## config.mk

```make
export PLATFORM = sky130hd
export DESIGN_NAME = irq_pending_ctrl_flat
export DESIGN_NICKNAME = d
export VERILOG_FILES = /design/src/rtl/irq_pkg.sv /design/src/rtl/irq_pending_ctrl_if.sv /design/src/rtl/irq_prio_sel.sv /design/src/rtl/irq_pending_ctrl.sv /design/src/flat_wrapper.sv
export SDC_FILE = /design/constraint.sdc
export NUM_CORES = 1
export LEC_CHECK = 0
export BUFFER_PORTS_ARGS = -buffer_cell sky130_fd_sc_hd__buf_2
export CORE_ASPECT_RATIO = 2
export CORE_MARGIN = 8
export CORE_UTILIZATION = 40
export DETAILED_ROUTE_END_ITERATION = 16
export HOLD_SLACK_MARGIN = 0.12
export PLACE_DENSITY = 0.81
export RECOVER_POWER = 25
export SYNTH_ARGS = -nofsm -noshare
export SYNTH_HDL_FRONTEND = slang
export SYNTH_HIERARCHICAL = 1
export SYNTH_SLANG_ARGS = --single-unit
export TNS_END_PERCENT = 5
```

## constraint.sdc

```tcl
create_clock -name clk -period 1.5 [get_ports clk]
set_input_delay 0 -clock clk [delete_from_list [all_inputs] [get_ports clk]]
set_output_delay 0 -clock clk [all_outputs]
set_load 0.05 [all_outputs]
```

## src/rtl/irq_pkg.sv

```systemverilog
// Shared types and sizes for the interrupt pending controller slice.
package irq_pkg;

    localparam int unsigned N_IRQ = 8;
    localparam int unsigned IDX_W = $clog2(N_IRQ);

    typedef logic [IDX_W-1:0] idx_t;

    typedef enum logic {
        IDLE    = 1'b0,
        PRESENT = 1'b1
    } state_t;

endpackage

```

## src/rtl/irq_pending_ctrl_if.sv

```systemverilog
// Valid/ready request channel from the pending controller to the dispatch stage.
interface irq_pending_ctrl_if;

    logic           irq_valid;
    irq_pkg::idx_t  irq_id;
    logic           irq_ready;

    modport master (
        output irq_valid,
        output irq_id,
        input  irq_ready
    );

    modport slave (
        input  irq_valid,
        input  irq_id,
        output irq_ready
    );

endinterface

```

## src/rtl/irq_prio_sel.sv

```systemverilog
// Fixed-priority selector: lowest set index wins, plus an any-set flag.
module irq_prio_sel
    import irq_pkg::*;
(
    input  logic [N_IRQ-1:0] vec,
    output idx_t             idx_c,
    output logic             any_c
);

    // Scan from the top down so the lowest set bit is the last to overwrite.
    always_comb begin
        idx_c = '0;
        any_c = 1'b0;
        for (int i = int'(N_IRQ) - 1; i >= 0; i--) begin
            if (vec[i]) begin
                idx_c = IDX_W'(i);
                any_c = 1'b1;
            end
        end
    end

endmodule

```

## src/rtl/irq_pending_ctrl.sv

```systemverilog
// Edge-detecting pending register with mask and a lowest-index-first valid/ready presenter.
// Optional build macro IRQ_OVF_EN adds per-source overflow flags (ovf) and their clear (ovf_clr).
module irq_pending_ctrl
    import irq_pkg::*;
(
    input  logic               clk,
    input  logic               rst,
`ifdef IRQ_OVF_EN
    input  logic               ovf_clr,
    output logic [N_IRQ-1:0]   ovf,
`endif
    input  logic [N_IRQ-1:0]   irq_in,
    input  logic               mask_wr,
    input  logic [N_IRQ-1:0]   mask_wdata,
    irq_pending_ctrl_if.master irq_bus,
    output logic [N_IRQ-1:0]   pending,
    output logic [N_IRQ-1:0]   mask
);

    logic [N_IRQ-1:0] irq_q;
    logic [N_IRQ-1:0] irq_edge_c;
    logic [N_IRQ-1:0] clr_c;
    logic [N_IRQ-1:0] cand_c;
    logic [N_IRQ-1:0] pending_d;
    logic             accept_c;
    idx_t             sel_idx_c;
    logic             sel_any_c;

    state_t state_q;
    state_t state_d;
    logic   valid_q;
    logic   valid_d;
    idx_t   id_q;
    idx_t   id_d;

    assign irq_edge_c = irq_in & ~irq_q;
    assign accept_c   = valid_q & irq_bus.irq_ready;
    assign clr_c      = accept_c ? (N_IRQ'(1) << id_q) : '0;
    // A new edge on the bit being serviced re-arms it rather than being lost.
    assign pending_d  = (pending & ~clr_c) | irq_edge_c;
    assign cand_c     = pending & mask;

    irq_prio_sel u_prio_sel (
        .vec   (cand_c),
        .idx_c (sel_idx_c),
        .any_c (sel_any_c)
    );

    // Request capture and software mask.
    always_ff @(posedge clk) begin
        if (rst) begin
            irq_q   <= '0;
            pending <= '0;
            mask    <= '0;
        end else begin
            irq_q   <= irq_in;
            pending <= pending_d;
            if (mask_wr) begin
                mask <= mask_wdata;
            end
        end
    end

    // Presenter next-state: a presented request is held until accepted, never retracted.
    always_comb begin
        state_d = state_q;
        valid_d = valid_q;
        id_d    = id_q;
        case (state_q)
            IDLE: begin
                if (sel_any_c) begin
                    state_d = PRESENT;
                    valid_d = 1'b1;
                    id_d    = sel_idx_c;
                end
            end
            PRESENT: begin
                if (accept_c) begin
                    state_d = IDLE;
                    valid_d = 1'b0;
                end
            end
            default: begin
                state_d = IDLE;
                valid_d = 1'b0;
            end
        endcase
    end

    always_ff @(posedge clk) begin
        if (rst) begin
            state_q <= IDLE;
            valid_q <= 1'b0;
            id_q    <= '0;
        end else begin
            state_q <= state_d;
            valid_q <= valid_d;
            id_q    <= id_d;
        end
    end

    assign irq_bus.irq_valid = valid_q;
    assign irq_bus.irq_id    = id_q;

`ifdef IRQ_OVF_EN
    logic [N_IRQ-1:0] ovf_set_c;

    // Overflow: a fresh edge lands on a source that is still pending and not being serviced.
    assign ovf_set_c = irq_edge_c & pending & ~clr_c;

    always_ff @(posedge clk) begin
        if (rst) begin
            ovf <= '0;
        end else begin
            ovf <= ovf_set_c | (ovf & ~{N_IRQ{ovf_clr}});
        end
    end
`endif

endmodule

```

## src/flat_wrapper.sv

```systemverilog
// flat-port wrapper written by rule: the top's interface ports become plain ports
module irq_pending_ctrl_flat import irq_pkg::*;
  (clk, rst, irq_in, mask_wr, mask_wdata, pending, mask, irq_bus_irq_valid, irq_bus_irq_id, irq_bus_irq_ready);
  irq_pending_ctrl_if irq_bus_i ();
  input  logic clk;
  input  logic rst;
  input  logic [N_IRQ-1:0] irq_in;
  input  logic mask_wr;
  input  logic [N_IRQ-1:0] mask_wdata;
  output logic [N_IRQ-1:0] pending;
  output logic [N_IRQ-1:0] mask;
  output wire logic [$bits(irq_bus_i.irq_valid)-1:0] irq_bus_irq_valid;
  output wire logic [$bits(irq_bus_i.irq_id)-1:0] irq_bus_irq_id;
  input wire logic [$bits(irq_bus_i.irq_ready)-1:0] irq_bus_irq_ready;
  assign irq_bus_irq_valid = irq_bus_i.irq_valid;
  assign irq_bus_irq_id = irq_bus_i.irq_id;
  assign irq_bus_i.irq_ready = irq_bus_irq_ready;
  irq_pending_ctrl u_core (.clk(clk), .rst(rst), .irq_in(irq_in), .mask_wr(mask_wr), .mask_wdata(mask_wdata), .irq_bus(irq_bus_i), .pending(pending), .mask(mask));
endmodule
```

==> results.cfg, run 1 <==
[sta]
fin_crit_sh = 0.945
timing.final.ws_setup_ns = 0.0819
relSlewSlack = 0.711
max_freq_mhz = 705
fin_crit_ns = 1.42
rsz0062_at_grt = no
worst_pin_slew_ns = 0.433
fin_skew_ns = 0.00890
fin_setup_tns_ns = 0
finalMaxSlewViolations = 0
hold_viol_final = 0
setup_violations = 0

[clock_tree]
clkLatencyLatePin_ns = 0.28
numCtsBuffers = 5
cts_setup_buffers = 0
cts_tree = yes
clock-sinks = 29
ctsHtreeMaxLevel = 2
clock_path_buffers = 2
path_clk_slew_ns = 0.07
cts_root_buf = clkbuf_8

[critical_path]
rr_startpoint = u_core/pending[5]
crit_type = reg -> reg
critPathTopFamily = simple AND/OR/NAND/NOR gates
cp.required_ns = 1.66
r2r-end = u_core/irq_bus.irq_id[0]
path_cells = and2_1, nor4_2, nand2_1, nor2b_4, mux2i_1, nor2_1
cpPeakStageDelay_ns = 0.34
crit_path_max_fanout = 5
arrival_ns = 1.58
crit_path_end_kind = flop
r2r_setup_slack_ns = 0.08
worst-path-buf-inv = 0
cp-start-kind = flop
cpMaxStageDelayCell = dfxtp_4
r2r_cells = 6

[pwr]
power_leakage_nw = 0.794
powerDensity_mw_per_mm2 = 1150
ir_drop_mv = 0.749

[place]
dp_hpwl_microns = 2320
postPlaceCellArea_sq_mm = 0.00139
portBuffers = 39
dp_slack_ns = 0.0352
routabilityCongestion = 0.783

[synthesis]
synth_fp_nets = 141
synth_top_cell_area_share = 0.499
synth_edf_count = 0
ys_seq_area_frac = 0.499
synth_top_cell_by_area = dfxtp_1
syn_area_sq_mm = 0.00116
synth_area_leaders = dfxtp_1 (50%), mux2i_1 (9.5%), nor2b_1 (5.9%)
ys_types = 23
avgSynthCellArea_sq_um = 9.61
ys_top_cells_by_count = dfxtp_1 (29), nor2_1 (16), mux2i_1 (11), nor2b_1 (11)
synthFlopType = dfxtp_1
yosys.cell_count.top_type = dfxtp_1
synth_cells = 121
yosys_warnings = 6
ys_ff_latch = 29
postSynth.asyncResetShare = 0

[floorplanning]
start_util = 0.420
io_pins = 40
die_h_microns = 92.2
die_w_microns = 54.1
core_area_sq_mm = 0.00277
fp-row-count = 27
die-area_sq_mm = 0.00499

[min_path]
hold_start = rst
hold_path_class = in -> reg
whs_path_depth = 2
min_to = u_core/mask[6]

[status]
status = complete, no violations

[finish]
drive_above_1_share = 0.381
area_growth_syn_to_layout_pct = 42.4
fin_area_sq_mm = 0.00166
fillers = 250
finalNetCount = 200
antenna_cells = 0
final-seq-area_sq_um = 606
multi_input_area_sq_um = 524

[global_route]
grtUsageTotal = 0.132
grt_pass1_vias = 1111
grt_first_pass_wirelength_microns = 4890
grt.overflow.total = 0
grt_antenna_before_repair = 0
grt_max_degree = 26

[route]
vias = 1052
wl_per_cell_microns = 14.5
via_per_inst = 5.01
antenna_left = 0
dr.first_iter.drc_count = 32
drc_errors = 0
dr.pass1.iters = 4
drt_wl_total_microns = 3050

[run]
drv_cap = 0
stage by stage:
stage	power, mW	hold slack (ns)	util	instances
final	1.91	0.138	0.598	210
after global routing	1.99	0.153	0.598	210
after CTS	1.92	0.132	0.594	210
after detailed placement	1.29	0.242	0.503	185
after global placement	1.27	0.234	0.503	185
after floorplan	1.19	0.147	-	121
power by group:
group          total [mW]  internal (mW)  leakage [nW]  switching, mW
Sequential          0.881          0.837         0.246         0.0442
Combinational       0.433          0.161         0.504          0.272
Clock               0.597          0.320        0.0450          0.277
Total                1.91           1.32         0.794          0.593
layer usage:
| metal | global-route usage | routed length (microns) | up-vias |
|---|---|---|---|
| met2 | 0.236 | 1740 | 28 |
| li1 | - | - | 522 |
| met1 | 0.114 | 1050 | 492 |
| met3 | 0.0453 | 141 | 10 |
| met5 | 0 | 0 | - |
| met4 | 0.0847 | 114 | 0 |
cells by family after synthesis:
| kind of cell | after synthesis | share of synthesized area |
|---|---|---|
| buf+inv | 14 | 0.0635 |
| compound gates | 23 | 0.137 |
| flops | 29 | 0.499 |
| simple gates | 44 | 0.206 |
| mux | 11 | 0.0947 |
what timing repair did:
item,4_1_cts,5_1_grt
gates resized for setup,0,3
hold buffers,17,0
setup endpoints to repair,0,4
hold endpoints to repair,21,0
how the worst max path moves through the flow:
stage	startpoint	end	slack (ns)	cells after the start
after global routing	u_core/pending[2]	u_core/irq_bus.irq_id[2]	0.004	6
after CTS	u_core/pending[2]	u_core/irq_bus.irq_id[0]	0.008	6
after global placement	u_core/pending[5]	u_core/irq_bus.irq_id[1]	0.13	6
final	u_core/pending[5]	u_core/irq_bus.irq_id[0]	0.08	6
after floorplan	u_core/pending[2]	u_core/irq_bus.irq_id[1]	0.002	7
after detailed placement	u_core/pending[2]	u_core/irq_bus.irq_id[0]	0.04	6
cells in the final DEF, fill, tap and decap left out:
master / count
a211oi_1: 1
a21oi_1: 9
a22o_1: 6
a22o_2: 2
a31oi_1: 2
and2_1: 7
and2_4: 1
and2b_1: 2
and3_1: 1
and3b_1: 1
buf_2: 39
buf_4: 1
clkbuf_1: 1
clkbuf_8: 5
clkinv_2: 2
dfxtp_1: 13
dfxtp_2: 14
dfxtp_4: 2
dlygate4sd3_1: 17
inv_1: 9
mux2i_1: 11
nand2_1: 3
nor2_1: 16
nor2b_1: 10
nor2b_4: 1
nor4_2: 2
o21ai_0: 1
o21bai_1: 1
o41ai_1: 1
registers in the layout, summed over array words and instances, names as in the netlist:
register / flops
u_core/state_q: 1
u_core/pending: 8
u_core/irq_q: 8
u_core/mask: 8
u_core/irq_bus.irq_valid: 1
u_core/irq_bus.irq_id: 3
layout make-up:
class | instances | area share
Clock buffer | 6 | 0.0438
Clock inverter | 2 | 0.00605
Inverter | 9 | 0.0204
Multi-Input combinational cell | 78 | 0.317
Sequential cell | 29 | 0.366
Tap cell | 29 | 0.0219
Timing Repair Buffer | 57 | 0.225
Note: power is estimated with default switching activity, not from simulation.
==> run 2, diff against run 1 <==
--- a/config.mk
+++ b/config.mk
@@ -13,6 +13,7 @@
 export HOLD_SLACK_MARGIN = 0.12
 export PLACE_DENSITY = 0.81
 export RECOVER_POWER = 25
+export REMOVE_ABC_BUFFERS = 1
 export SYNTH_ARGS = -nofsm -noshare
 export SYNTH_HDL_FRONTEND = slang
 export SYNTH_HIERARCHICAL = 1
==> results.cfg, run 2 (same netlist as run 1, synthesis figures left out) <==
[finish]
drive_above_1_share = 0.242
layout_common_cells = buf_2 (32), dfxtp_1 (29), dlygate4sd3_1 (23), nor2_1 (16), mux2i_1 (11)
final_cell_count_no_fill = 215
fin_area_sq_mm = 0.00169
area_growth_syn_to_layout_pct = 45.0
layout_commonest_cell = buf_2
fillers = 250
largestRegisters = u_core/irq_q x8, u_core/mask x8, u_core/pending x8
finalNetCount = 206
antenna_cells = 0

[min_path]
hold_path_class = in -> reg

[critical_path]
crit_type = reg -> reg
cp.required_ns = 1.66
cpMaxStageDelayCell = dfxtp_1
arrival_ns = 1.55
cp-start-kind = flop
crit_path_end_kind = flop
path_cells = and2_1, nor4_2, nand2_1, nor2b_4, mux2i_1, nor2_1
crit_path_max_fanout = 5
cpPeakStageDelay_ns = 0.32

[pwr]
p_clk_frac = 0.326
power.switching_mw = 0.597
powerDensity_mw_per_mm2 = 1160
power_leakage_nw = 0.797
ir_drop_mv = 0.826
p_seq_frac = 0.448
intPower_mw = 1.36
switching_share = 0.305
combPwrFrac = 0.226
total_power_mw = 1.96

[global_route]
grt_antenna_before_repair = 0
grt_max_degree = 21
grt_first_pass_wirelength_microns = 5100
grt.overflow.total = 0
grt_pass1_vias = 1126
grtUsageTotal = 0.139

[sta]
fin_crit_sh = 0.922
relSlewSlack = 0.582
fin_skew_ns = 0.00682
worst_pin_slew_ns = 0.629
max_freq_mhz = 723
finalMaxSlewViolations = 0
fin_crit_ns = 1.38
hold_viol_final = 0
setup_violations = 0

[clock_tree]
clock_path_buffers = 2
ctsHtreeMaxLevel = 2
numCtsBuffers = 5
path_clk_slew_ns = 0.06
cts_tree = yes
clock-sinks = 29
cts_setup_buffers = 0
cts_root_buf = clkbuf_8
clkLatencyLatePin_ns = 0.28

[route]
via_per_inst = 5.17
drc_errors = 0
drt_wl_total_microns = 3260
wl_per_cell_microns = 15.1
dr.first_iter.drc_count = 23
dr.pass1.iters = 4
antenna_left = 0
vias = 1112

[place]
postPlaceCellArea_sq_mm = 0.00136
dp_cells = 185
portBuffers = 39
routabilityCongestion = 0.804
dp_hpwl_microns = 2330

[floorplanning]
core_area_sq_mm = 0.00277
die_w_microns = 54.1
start_util = 0.420
die_h_microns = 92.2
fp-row-count = 27
die-area_sq_mm = 0.00499
io_pins = 40

[status]
status = complete, no violations

[run]
drv_cap = 0
-- run 2: cell count changes in the layout (fill, tap and decap cells not counted), sizes merged --
cell and delta:
buf -7, clkinv -2, clkbuf +8, dlygate4sd3 +6
-- run 2: timing repair --
action / 4_1_cts / 5_1_grt
pin swaps: 0 / 3
resized for setup: 1 / 3
hold endpoints to repair: 25 / 0
setup endpoints to repair: 3 / 5
hold buffers: 23 / 0
-- run 2: final timing paths --
check                     from                       end  slack [ns]  cells past startpoint
max          u_core/pending[7]  u_core/irq_bus.irq_id[1]        0.12                      6
min                    mask_wr            u_core/mask[0]        0.16                      3
max reg2reg  u_core/pending[7]  u_core/irq_bus.irq_id[1]        0.12                      6
min reg2reg    u_core/irq_q[5]         u_core/pending[5]        0.47                      2
-- run 2: area by class of cell --
type / instances / area (sq um) / area share
Tap cell: 29 / 36.3 / 0.0215
Multi-Input combinational cell: 78 / 524 / 0.311
Timing Repair Buffer: 63 / 424 / 0.252
Sequential cell: 29 / 581 / 0.344
Inverter: 9 / 33.8 / 0.0200
Clock buffer: 7 / 86.3 / 0.0512
-- run 2: critical path: cells and delay by family (launching register included) --
family / cells / cell delay, ns
and+or+nand+nor: 5 / 0.78
DFF: 1 / 0.32
muxes: 1 / 0.16
-- run 2: routing by layer --
metal  vias up  wire [microns]  global-route usage
li1        531               -                   -
met1       536            1140               0.123
met2        32            1830               0.246
met3        13             154              0.0453
met4         0             129              0.0868
met5         -               0                   0
-- run 2: power groups by stage --
stage                     Combinational [mW]  Sequential (mW)  Clock (mW)
after floorplan                        0.126             1.03           0
after global placement                 0.382            0.886           0
after detailed placement               0.390            0.890           0
after CTS                              0.440            0.874       0.658
after global routing                   0.469            0.884       0.693
final                                  0.444            0.877       0.639
-- run 2: through the flow --
step                TNS, ns  hold slack, ns  setup WS (ns)   util
detailed placement  -0.0491           0.241        -0.0221  0.491
CTS                       0           0.161        0.00711  0.607
floorplan            -0.781          0.0724         -0.211      -
finish                    0           0.163          0.117  0.608
global placement          0           0.232         0.0478  0.491
global route        -0.0162           0.181        -0.0162  0.608
